===== src/rtl/unpacker_32_8.sv =====
// Word-to-byte serializer: buffers 32-bit words in a small FIFO and emits each
// as four bytes under valid/ready on both sides; byte order set by MSB_FIRST.
module unpacker_32_8 #(
  parameter int FIFO_DEPTH = 2,
  parameter int MSB_FIRST  = 1
) (
  input  logic                          clk,
  input  logic                          reset_L,
  input  logic                          valid_in,
  input  logic [31:0]                   data_in,
  output logic                          in_ready,
  input  logic                          out_ready,
  output logic                          valid_out,
  output logic [7:0]                    data_out,
  output logic [$clog2(FIFO_DEPTH):0]   word_count
);

  localparam int AW = $clog2(FIFO_DEPTH);
  localparam int CW = AW + 1;
  localparam logic [CW-1:0] FULL_COUNT = CW'(FIFO_DEPTH);

  // Handshake rule, both sides: a transfer happens at a rising edge where
  // valid and ready are both high; valid never waits on ready.
  logic [31:0]   r_mem [FIFO_DEPTH];
  logic [AW-1:0] r_wr_ptr;
  logic [AW-1:0] r_rd_ptr;
  logic [CW-1:0] r_count;
  logic [1:0]    r_idx;

  logic          w_push;
  logic          w_byte_pop;
  logic          w_word_pop;
  logic [31:0]   w_head;
  logic [1:0]    w_sel;

  // in_ready looks only at stored state, so a full FIFO never accepts a word
  // even when its last byte leaves on the same edge.
  assign in_ready   = reset_L && (r_count != FULL_COUNT);
  assign valid_out  = (r_count != '0);
  assign word_count = r_count;

  assign w_push     = valid_in && in_ready;
  assign w_byte_pop = valid_out && out_ready;
  assign w_word_pop = w_byte_pop && (r_idx == 2'd3);

  assign w_head = r_mem[r_rd_ptr];
  assign w_sel  = (MSB_FIRST != 0) ? (2'd3 - r_idx) : r_idx;

  always_comb begin
    data_out = 8'h00;
    if (valid_out) begin
      data_out = w_head[{w_sel, 3'b000} +: 8];
    end
  end

  always_ff @(posedge clk) begin
    if (w_push) begin
      r_mem[r_wr_ptr] <= data_in;
    end
  end

  always_ff @(posedge clk or negedge reset_L) begin
    if (!reset_L) begin
      r_wr_ptr <= '0;
      r_rd_ptr <= '0;
      r_count  <= '0;
      r_idx    <= 2'd0;
    end else begin
      if (w_push) begin
        r_wr_ptr <= r_wr_ptr + AW'(1);
      end
      if (w_word_pop) begin
        r_rd_ptr <= r_rd_ptr + AW'(1);
      end
      if (w_byte_pop) begin
        r_idx <= r_idx + 2'd1;
      end
      if (w_push && !w_word_pop) begin
        r_count <= r_count + CW'(1);
      end else if (w_word_pop && !w_push) begin
        r_count <= r_count - CW'(1);
      end
    end
  end

endmodule


===== config.mk =====
export PLATFORM = sky130hd
export DESIGN_NAME = unpacker_32_8
export DESIGN_NICKNAME = d
export VERILOG_FILES = /design/src/rtl/unpacker_32_8.sv
export SDC_FILE = /design/constraint.sdc
export NUM_CORES = 1
export LEC_CHECK = 0
export BUFFER_PORTS_ARGS = -buffer_cell sky130_fd_sc_hd__buf_2
export CORE_MARGIN = 2
export CORE_UTILIZATION = 55
export CTS_CLUSTER_DIAMETER = 60
export DETAILED_ROUTE_END_ITERATION = 8
export PLACE_DENSITY = 0.86
export SLEW_MARGIN = 10
export SYNTH_ARGS = -nofsm -noshare
export SYNTH_HDL_FRONTEND = slang
export SYNTH_SLANG_ARGS = --single-unit

===== constraint.sdc =====
create_clock -name clk -period 3.1 [get_ports clk]
set_clock_uncertainty 0.15 [all_clocks]
set_input_delay 0.155 -clock clk [delete_from_list [all_inputs] [get_ports clk]]
set_output_delay 0.155 -clock clk [all_outputs]
set_load 0.02 [all_outputs]

; ---- Word-level counts from Yosys, hierarchy flattened
; Memory sizes are Yosys's and may differ from the RTL's.
; Index checks and enable logic that the tools add are counted.
[word_totals]
register_bits = 6
ram_bits = 64
inputBits = 36
word_cells = 29
memories = 1
[memory_table]
columns = name, depth, word_bits, read_ports, rd_ports_with_merged_regs, write_ports, line
row1 = r_mem, 2, 32, 1, 0, 1, 24  ; logic [31:0] r_mem [FIFO_DEPTH];
[classes]
add_sub_neg = 6
n_eq_ne = 2
n_shift = 1
muxes = 5
reduce_logical = 10
[op_table]
columns = op, n
row1 = indexed part select 32 x 6 -> 8 bit, 1
row2 = two-way mux 8 bit, 1
row3 = logical AND 1 bit, 6
row4 = "adder 2 x 1 -> 2 bit, second input constant", 2
row5 = two-way mux 2 bit, 2
row6 = nonzero test 2 bit, 2
row7 = "adder 1 bit, second input constant", 2
row8 = "== test 2 bit, second input constant", 1
row9 = zero test 1 bit, 2
row10 = two-way mux 1 bit, 2
row11 = "!= test 2 bit, second input constant", 1
row12 = "subtractor 2 x 1 -> 2 bit, second input constant", 1
row13 = "subtractor 2 bit, first input constant", 1

; ---- Depth between registers and ports, before layout
; Gate-level depths: netlist of run 1.
[depth]
word_depth = 7
mapped_depth = 7

; ---- Worst setup path after synthesis of run 1
; No wires, ideal clock.
[synth_timing]
path_type = register -> register
start = register r_count[0] (netlist: word_count[0])
end = memory r_mem[0][0], enable pin
setup_time_ns = 0.421
arrival_ns = 2.104
slack_ns = 0.425
stages_incl_launch_ff = 3
path_buffers = 0
period_less_slack_ns = 2.675
cell_sequence = dfrtp_1 > o211ai_1 > nor2_1
[synth_between]
elab_chain_len = 5
[synth_lines]
columns = item, line
row1 = start: declaration, 27  ; logic [CW-1:0] r_count;
row2 = start signal: assignment, 79  ; r_count <= r_count + CW'(1);
row3 = start signal: assignment, 81  ; r_count <= r_count - CW'(1);
row4 = != test 2 bit, 38  ; assign in_ready = reset_L && (r_count != FULL_COUNT);
row5 = logical AND 1 bit, 38
row6 = logical AND 1 bit, 42  ; assign w_push = valid_in && in_ready;
row7 = two-way mux 1 bit, 57  ; if (w_push) begin
row8 = two-way mux 1 bit (implied by the code), 58  ; r_mem[r_wr_ptr] <= data_in;
row9 = end: declaration, 24
; Every way passes these cells.

; ---- Worst setup path after layout of run 1
[layout_timing]
start = register r_rd_ptr
end = output port data_out[5]
[layout_between]
elab_chain_len = 3
[layout_lines]
columns = item, line
row1 = start: declaration, 26  ; logic [AW-1:0] r_rd_ptr;
row2 = start signal: assignment, 73  ; r_rd_ptr <= r_rd_ptr + AW'(1);
row3 = memory read (2 x 32 bit), --
row4 = indexed part select 32 x 6 -> 8 bit, 52  ; data_out = w_head[{w_sel, 3'b000} +: 8];
row5 = two-way mux 8 bit, 51  ; if (valid_out) begin
row6 = end: declaration, 14  ; output logic [7:0] data_out,
; Every way passes these cells.

==> results of run 1 <==
## registers in the layout (all words and copies together) (netlist names)
signal,count
r_idx,2
r_mem,64
word_count,2
r_wr_ptr,1
r_rd_ptr,1
## kinds of logic (layout without fill, tap and decap cells)
family,Yosys count,count (layout)
compound gates,18,18
xor+xnor,6,6
fa+ha+maj,2,2
buf+inv,10,102
flops,70,70
mux,33,33
simple gates,18,18
## worst paths after layout
| path | slack [ps] | end | from | cells after the start |
|---|---|---|---|---|
| min in group clk | 60 | r_wr_ptr | valid_in | 3 |
| hold reg to reg | 380 | r_wr_ptr | r_wr_ptr | 1 |
| setup reg to reg | 1080 | word_count[1] | word_count[0] | 6 |
| max in group asynchronous | 2560 | r_rd_ptr | reset_L | 2 |
| setup / recovery | 650 | data_out[5] | r_rd_ptr | 5 |
| hold / removal | 50 | r_idx[0] | reset_L | 2 |
## cell type report
type | count | area (sq um)
fillers | 323 | 1369
clock buffers | 9 | 123.9
repair buffers | 84 | 598.1
multi-input cells | 77 | 653.1
inverters | 2 | 7.507
flip-flops and latches | 70 | 2073
well taps | 70 | 87.58
clock inverters | 7 | 97.59
## report_power, final
part | internal (mW) | switching (mW) | total, mW | leakage, nW
logic | 0.455 | 0.640 | 1.09 | 0.663
registers | 1.19 | 0.119 | 1.31 | 0.653
clock network | 0.455 | 0.343 | 0.798 | 0.106
## critical path, stage by stage, from the launching register on
cell and delay [ps]:
dfrtp_2 650, buf_4 390, mux2i_1 280, a22oi_1 90
and3_1 220, buf_2 160
## synthesized netlist by cell type
cell type,number
xor2_1,1
mux2i_1,32
nand3_2,1
a22oi_1,16
and3_1,9
nor2b_1,2
edfxtp_1,64
buf_6,2
dfrtp_1,6
inv_1,2
clkbuf_2,1
ha_1,2
buf_12,2
clkbuf_1,1
nor2_1,3
nand2_1,1
and2_1,1
o211ai_1,1
o21a_1,1
or2_1,1
xnor2_1,5
buf_2,2
mux2_1,1
## per-layer routing
layer | share of wire (%) | routed length, microns | track usage [%] | vias up
met3 | 4.9 | 283 | 7.143 | 17
met4 | 2.9 | 165 | 12.48 | 0
met1 | 40 | 2275 | 24.07 | 827
li1 | - | - | - | 788
met2 | 52 | 2994 | 34.69 | 72
met5 | 0 | 0 | 0 | -
## through the flow
stage	utilization, %	cell area, sq um
after floorplan	-	2811
after global placement	61.46	3079
after detailed placement	61.46	3079
after CTS	72.68	3641
after global routing	72.68	3641
final	72.68	3641
==> flow_metrics.env, run 1 <==
export IMPL_layout_common_cells="64 x edfxtp_1, 47 x buf_2, 34 x dlygate4sd3_1"
export IMPL_grt_max_degree=33
export IMPL_worst_pin_slew_ps=760.0
export IMPL_numClockSinks=70
export IMPL_cts_setup_buffers=0
export IMPL_pre_cts_ws_ps=1033
export IMPL_distinct_cell_type_count_of_the_synthesized_netlist=23
export IMPL_synth_compound_area_share_pct=4.806
export IMPL_synth_top_cell_area_share_pct=68.36
export IMPL_global_route_usage_total_pct=21.12
export IMPL_mappedNetlistArea_sq_um=2811
export IMPL_data_arrival_critical_path_ps=2140
export IMPL_cts_inserted_buffers=9
export IMPL_period_share_pct=78.92
export IMPL_htree_levels=3
export IMPL_final_instance_count_excl_fill=319
export IMPL_layout_nets=282
export IMPL_start_util_pct=56.12
export IMPL_cellPowerDensity_nw_per_um2=879.7
export IMPL_setup_viol_count_final=0
export IMPL_dr_first_iter_drc_count=108
export IMPL_final_antenna_net_count=0
export IMPL_fin_crit_ps=2447
export IMPL_postSynthCellCount=157
export IMPL_number_of_antenna_violations_at_the_first_check_in_global_routing=0
export IMPL_ios=48
export IMPL_leakage_nw=1.422
export IMPL_endpoint_kind="output pin"
export IMPL_dp_hpwl_microns=3424
export IMPL_ys_top_cells_by_area="edfxtp_1 68%, mux2i_1 11%, dfrtp_1 5.3%"
export IMPL_yosysTopAreaCell="edfxtp_1"
export IMPL_vdd_drop_max_uv=448.8
export IMPL_post_synth_cell_area_avg_sq_um=17.91
export IMPL_vias_per_cell=5.342
export IMPL_critical_path_peak_fanout=18
export IMPL_whs_ps=50.79
export IMPL_yosys_area_share_simple_pct=3.783
export IMPL_global_placer_s_final_weighted_congestion=0.7416
export IMPL_synth_warnings=0
export IMPL_max_freq_mhz=408.7
export IMPL_number_of_global_route_vias_before_repair=1698
export IMPL_dieWidth_microns=75.50
export IMPL_route_final_wire_length_microns=5718
export IMPL_final_common_cell="edfxtp_1"
export IMPL_finalHoldViolCount=0
export IMPL_final_setup_tns_ps=0
export IMPL_die_area_sq_um=5700
export IMPL_path_clk_slew_ps=80
export IMPL_timing_max_slew_rel_slack_pct=49.23
export IMPL_drt_first_pass_iters=4
export IMPL_synthToLayoutAreaGrowth_pct=29.51
export IMPL_synth_area_in_xor_xnor_pct=1.869
export IMPL_least_setup_slack_across_all_paths_after_layout_ps=653.4
export IMPL_gr_ovfl_total=0
export IMPL_clock_insertion_delay_at_the_later_pin_of_the_skew_report_ps=330
export IMPL_first_pass_grt_wire_length_microns=8238
export IMPL_ys_seq_area_share_pct=73.70
export IMPL_clk_root_buffer_cell="clkbuf_8"
export IMPL_status="complete, no violations"
export IMPL_hold_path_class="in2async"
export IMPL_num_rows=26
export IMPL_cts_resized=0
export IMPL_synth_top_family_by_area="multiplexers"
export IMPL_rsz0062_at_grt="false"
export IMPL_drv_cap=0
export IMPL_cts_tree="built"
export IMPL_power_mw=3.203
export IMPL_detailroute_via_count=1704
export IMPL_required_ps=2790
export IMPL_synth_fp_nets=195
export IMPL_hold_fix_buffer_count_after_cts=34
export IMPL_die_h_microns=75.50
export IMPL_synth_fa_ha_area_share_pct=0.8901
export IMPL_number_of_antenna_repair_diodes=0
export IMPL_cts_path_max_buffers=2
export IMPL_kind_of_launch_point_of_the_worst_setup_path="register"
export IMPL_avgRoutedWirePerCell_microns=17.92
export IMPL_place_inst=269
export IMPL_floorplan_core_area_sq_um=5010
export IMPL_buffer_ports_inserted=47
export IMPL_final_max_tran_viols=0
export IMPL_layout_drive_gt1_share_pct=27.71
export IMPL_total_of_flip_flops_plus_latches_after_synthesis=70
export IMPL_drt_drc_violations_left=0
export IMPL_synth_mux_area_share_pct=11.79
export IMPL_critical_path_class="reg2out"
Power figures use the tool's default switching activity.
==> run 2: changes to the inputs <==
==> constraint.sdc (replaced) <==
create_clock -name clk -period 2.3 [get_ports clk]
set_clock_uncertainty 0.15 [all_clocks]
set_input_delay 0.115 -clock clk [delete_from_list [all_inputs] [get_ports clk]]
set_output_delay 0.115 -clock clk [all_outputs]
set_load 0.02 [all_outputs]
==> run 2 against run 1 <==
  * Sequential cell count is the same
  * Utilization grew 0.62 points
  * Wire length is 2.8% lower
  * Clock-buffer cell count up 4
  * Global-route usage down 0.55 points
  * First-iteration DRC count decreased by 4.6%
  * Via count fell by 3.5%
  * Sequential share of layout area down 0.49 points
  * Non-clock buffer count grew 3
  * Critical path depth up 1
  * Register-to-register slack got worse by 580 ps
  * Critical endpoint is now r_mem[1][24]
  * Largest cell class unchanged
  * Largest power group unchanged
  * Highest routed layer unchanged
==> flow_metrics.env, run 2 (same netlist as run 1, synthesis figures left out) <==
export IMPL_cts_tree="built"
export IMPL_number_of_global_route_vias_before_repair=1773
export IMPL_register_with_the_most_flip_flops="r_mem"
export IMPL_leakage_nw=1.435
export IMPL_crit_path_max_incr_delay_ps=530
export IMPL_start_util_pct=56.12
export IMPL_p_comb_share_pct=35.1
export IMPL_avgRoutedWirePerCell_microns=17.26
export IMPL_critical_path_slowest_cell="dlygate4sd3_1"
export IMPL_internal_power_mw=2.879
export IMPL_vias_per_cell=5.106
export IMPL_r2r_start="word_count[0]"
export IMPL_whs_endpoint="r_wr_ptr"
export IMPL_final_max_tran_viols=0
export IMPL_drt_met1_wl_microns=2354
export IMPL_finalHoldViolCount=0
export IMPL_worstRegToRegCells=6
export IMPL_cp_buffers_inverters=4
export IMPL_htree_levels=3
export IMPL_power_switching_share_pct=32.89
export IMPL_route_final_wire_length_microns=5559
export IMPL_kind_of_launch_point_of_the_worst_setup_path="input port"
export IMPL_final_antenna_net_count=0
export IMPL_drt_first_pass_iters=4
export IMPL_clk_root_buffer_cell="clkbuf_8"
export IMPL_period_share_pct=97.61
export IMPL_number_of_flip_flops_under_the_largest_register_name=64
export IMPL_timing_max_slew_rel_slack_pct=55.09
export IMPL_clock_insertion_delay_at_the_later_pin_of_the_skew_report_ps=320
export IMPL_first_pass_grt_wire_length_microns=8211
export IMPL_dieWidth_microns=75.50
export IMPL_layout_nets=285
export IMPL_layout_drive_gt1_share_pct=27.38
export IMPL_drv_cap=0
export IMPL_cp_common_cell="dlygate4sd3_1"
export IMPL_path_cells="dlygate4sd3_1 -> dlygate4sd3_1 -> buf_2 -> o21a_1 -> and3_1 -> buf_4"
export IMPL_rsz0062_at_grt="false"
export IMPL_buffer_ports_inserted=47
export IMPL_finish_instance_area_sq_um=3672
export IMPL_num_rows=26
export IMPL_cp_top_family="buffers and inverters"
export IMPL_fin_util_pct=73.30
export IMPL_status="complete, no violations"
export IMPL_whs_ps=19.60
export IMPL_layout_common_cells="64 x edfxtp_1, 47 x buf_2, 36 x dlygate4sd3_1"
export IMPL_gr_ovfl_total=0
export IMPL_dr_first_iter_drc_count=103
export IMPL_data_arrival_critical_path_ps=2070
export IMPL_ff2ff_setup_slack_ps=500
export IMPL_setup_viol_count_final=0
export IMPL_number_of_antenna_repair_diodes=0
export IMPL_vdd_drop_max_uv=658.0
export IMPL_dp_hpwl_microns=3194
export IMPL_cellPowerDensity_nw_per_um2=1168
export IMPL_met2_wirelength_microns=2928
export IMPL_p_switching_mw=1.411
export IMPL_critical_path_reg2reg_endpoint="word_count[1]"
export IMPL_max_freq_mhz=445.4
export IMPL_global_placer_s_final_weighted_congestion=0.7693
export IMPL_path_clk_slew_ps=70
export IMPL_die_h_microns=75.50
export IMPL_cts_inserted_buffers=9
export IMPL_endpoint_kind="register"
export IMPL_route_met3_wl_microns=233
export IMPL_worst_pin_slew_ps=672.3
export IMPL_die_area_sq_um=5700
export IMPL_critical_path_peak_fanout=32
export IMPL_drt_drc_violations_left=0
export IMPL_number_of_antenna_violations_at_the_first_check_in_global_routing=0
export IMPL_top_layer_used="met4"
export IMPL_final_common_cell="edfxtp_1"
export IMPL_hold_path_class="in2reg"
export IMPL_synthToLayoutAreaGrowth_pct=30.62
export IMPL_floorplan_core_area_sq_um=5010
export IMPL_detailroute_via_count=1644
export IMPL_fin_crit_ps=2245
export IMPL_final_setup_tns_ps=0
export IMPL_grt_max_degree=33
export IMPL_global_route_usage_total_pct=20.57
export IMPL_placement_cell_area_sq_um=3087
export IMPL_critical_path_class="in2reg"
export IMPL_required_ps=2120
export IMPL_cts_path_max_buffers=2
export IMPL_power_clock_fraction_pct=25.0
export IMPL_ios=48
export IMPL_power_sequential_fraction_pct=39.9
export IMPL_numClockSinks=70
export IMPL_whs_path_depth=3
export IMPL_hold_path_startpoint="valid_in"
-- run 2: cell count changes in the layout (fill, tap and decap cells not counted), sizes merged --
cell	before	now
clkbuf	9	13
clkinv	2	0
dlygate4sd3	34	36
buf	50	51
clkinvlp	2	1
inv	3	2
-- run 2: metrics by stage --
step                      power [mW]  setup WS, ps  instances
after floorplan                2.868         65.67        157
after global placement         3.145         528.5        270
after detailed placement       3.178         473.6        270
after CTS                      4.295         81.92        322
after global routing           4.517         9.398        322
final                          4.289         55.06        322
-- run 2: power by group through the flow --
stage / combinational, mW / sequential [mW] / clock (mW)
floorplan: 1.14 / 1.73 / 0
global placement: 1.43 / 1.72 / 0
detailed placement: 1.45 / 1.73 / 0
CTS: 1.51 / 1.70 / 1.08
global route: 1.64 / 1.73 / 1.15
finish: 1.50 / 1.71 / 1.07
-- run 2: cell type report --
cell class / count / area [sq um]
fillers: 334 / 1338
flip-flops and latches: 70 / 2073
repair buffers: 87 / 629.4
multi-input cells: 77 / 658.1
clock inverters: 3 / 67.56
clock buffers: 13 / 148.9
well taps: 70 / 87.58
inverters: 2 / 7.507
-- run 2: worst max path at each step --
stage          cells after the start  slack [ps]            to     startpoint
6_report                           6          60  r_mem[1][24]        reset_L
5_1_grt                            6           9   r_mem[1][1]        reset_L
4_1_cts                            6          80  r_mem[1][15]        reset_L
3_5_place_dp                       4         470   data_out[6]       r_idx[1]
3_3_place_gp                       4         530   data_out[6]       r_idx[0]
2_1_floorplan                      2          70   r_mem[1][0]  word_count[0]
-- run 2: repair_timing --
| action | CTS | global route |
|---|---|---|
| buffers inserted | 0 | 0 |
| hold buffers | 36 | 0 |
| resized for setup | 0 | 3 |
| endpoints found under the setup margin | 0 | 34 |
| endpoints found under the hold margin | 72 | 0 |
-- run 2: worst register-to-register path: cells and delay by family, from the launching register on --
family / cells / cell delay (ps)
DFF: 1 / 440
and+or+nand+nor: 3 / 650
adders and majority gates: 1 / 210
xor gates and xnor gates: 2 / 270
-- run 2: layer usage --
metal	global-route usage, %	vias up
li1	-	794
met1	24.32	804
met2	36.04	42
met3	4.894	4
met4	8.772	0
met5	0	-
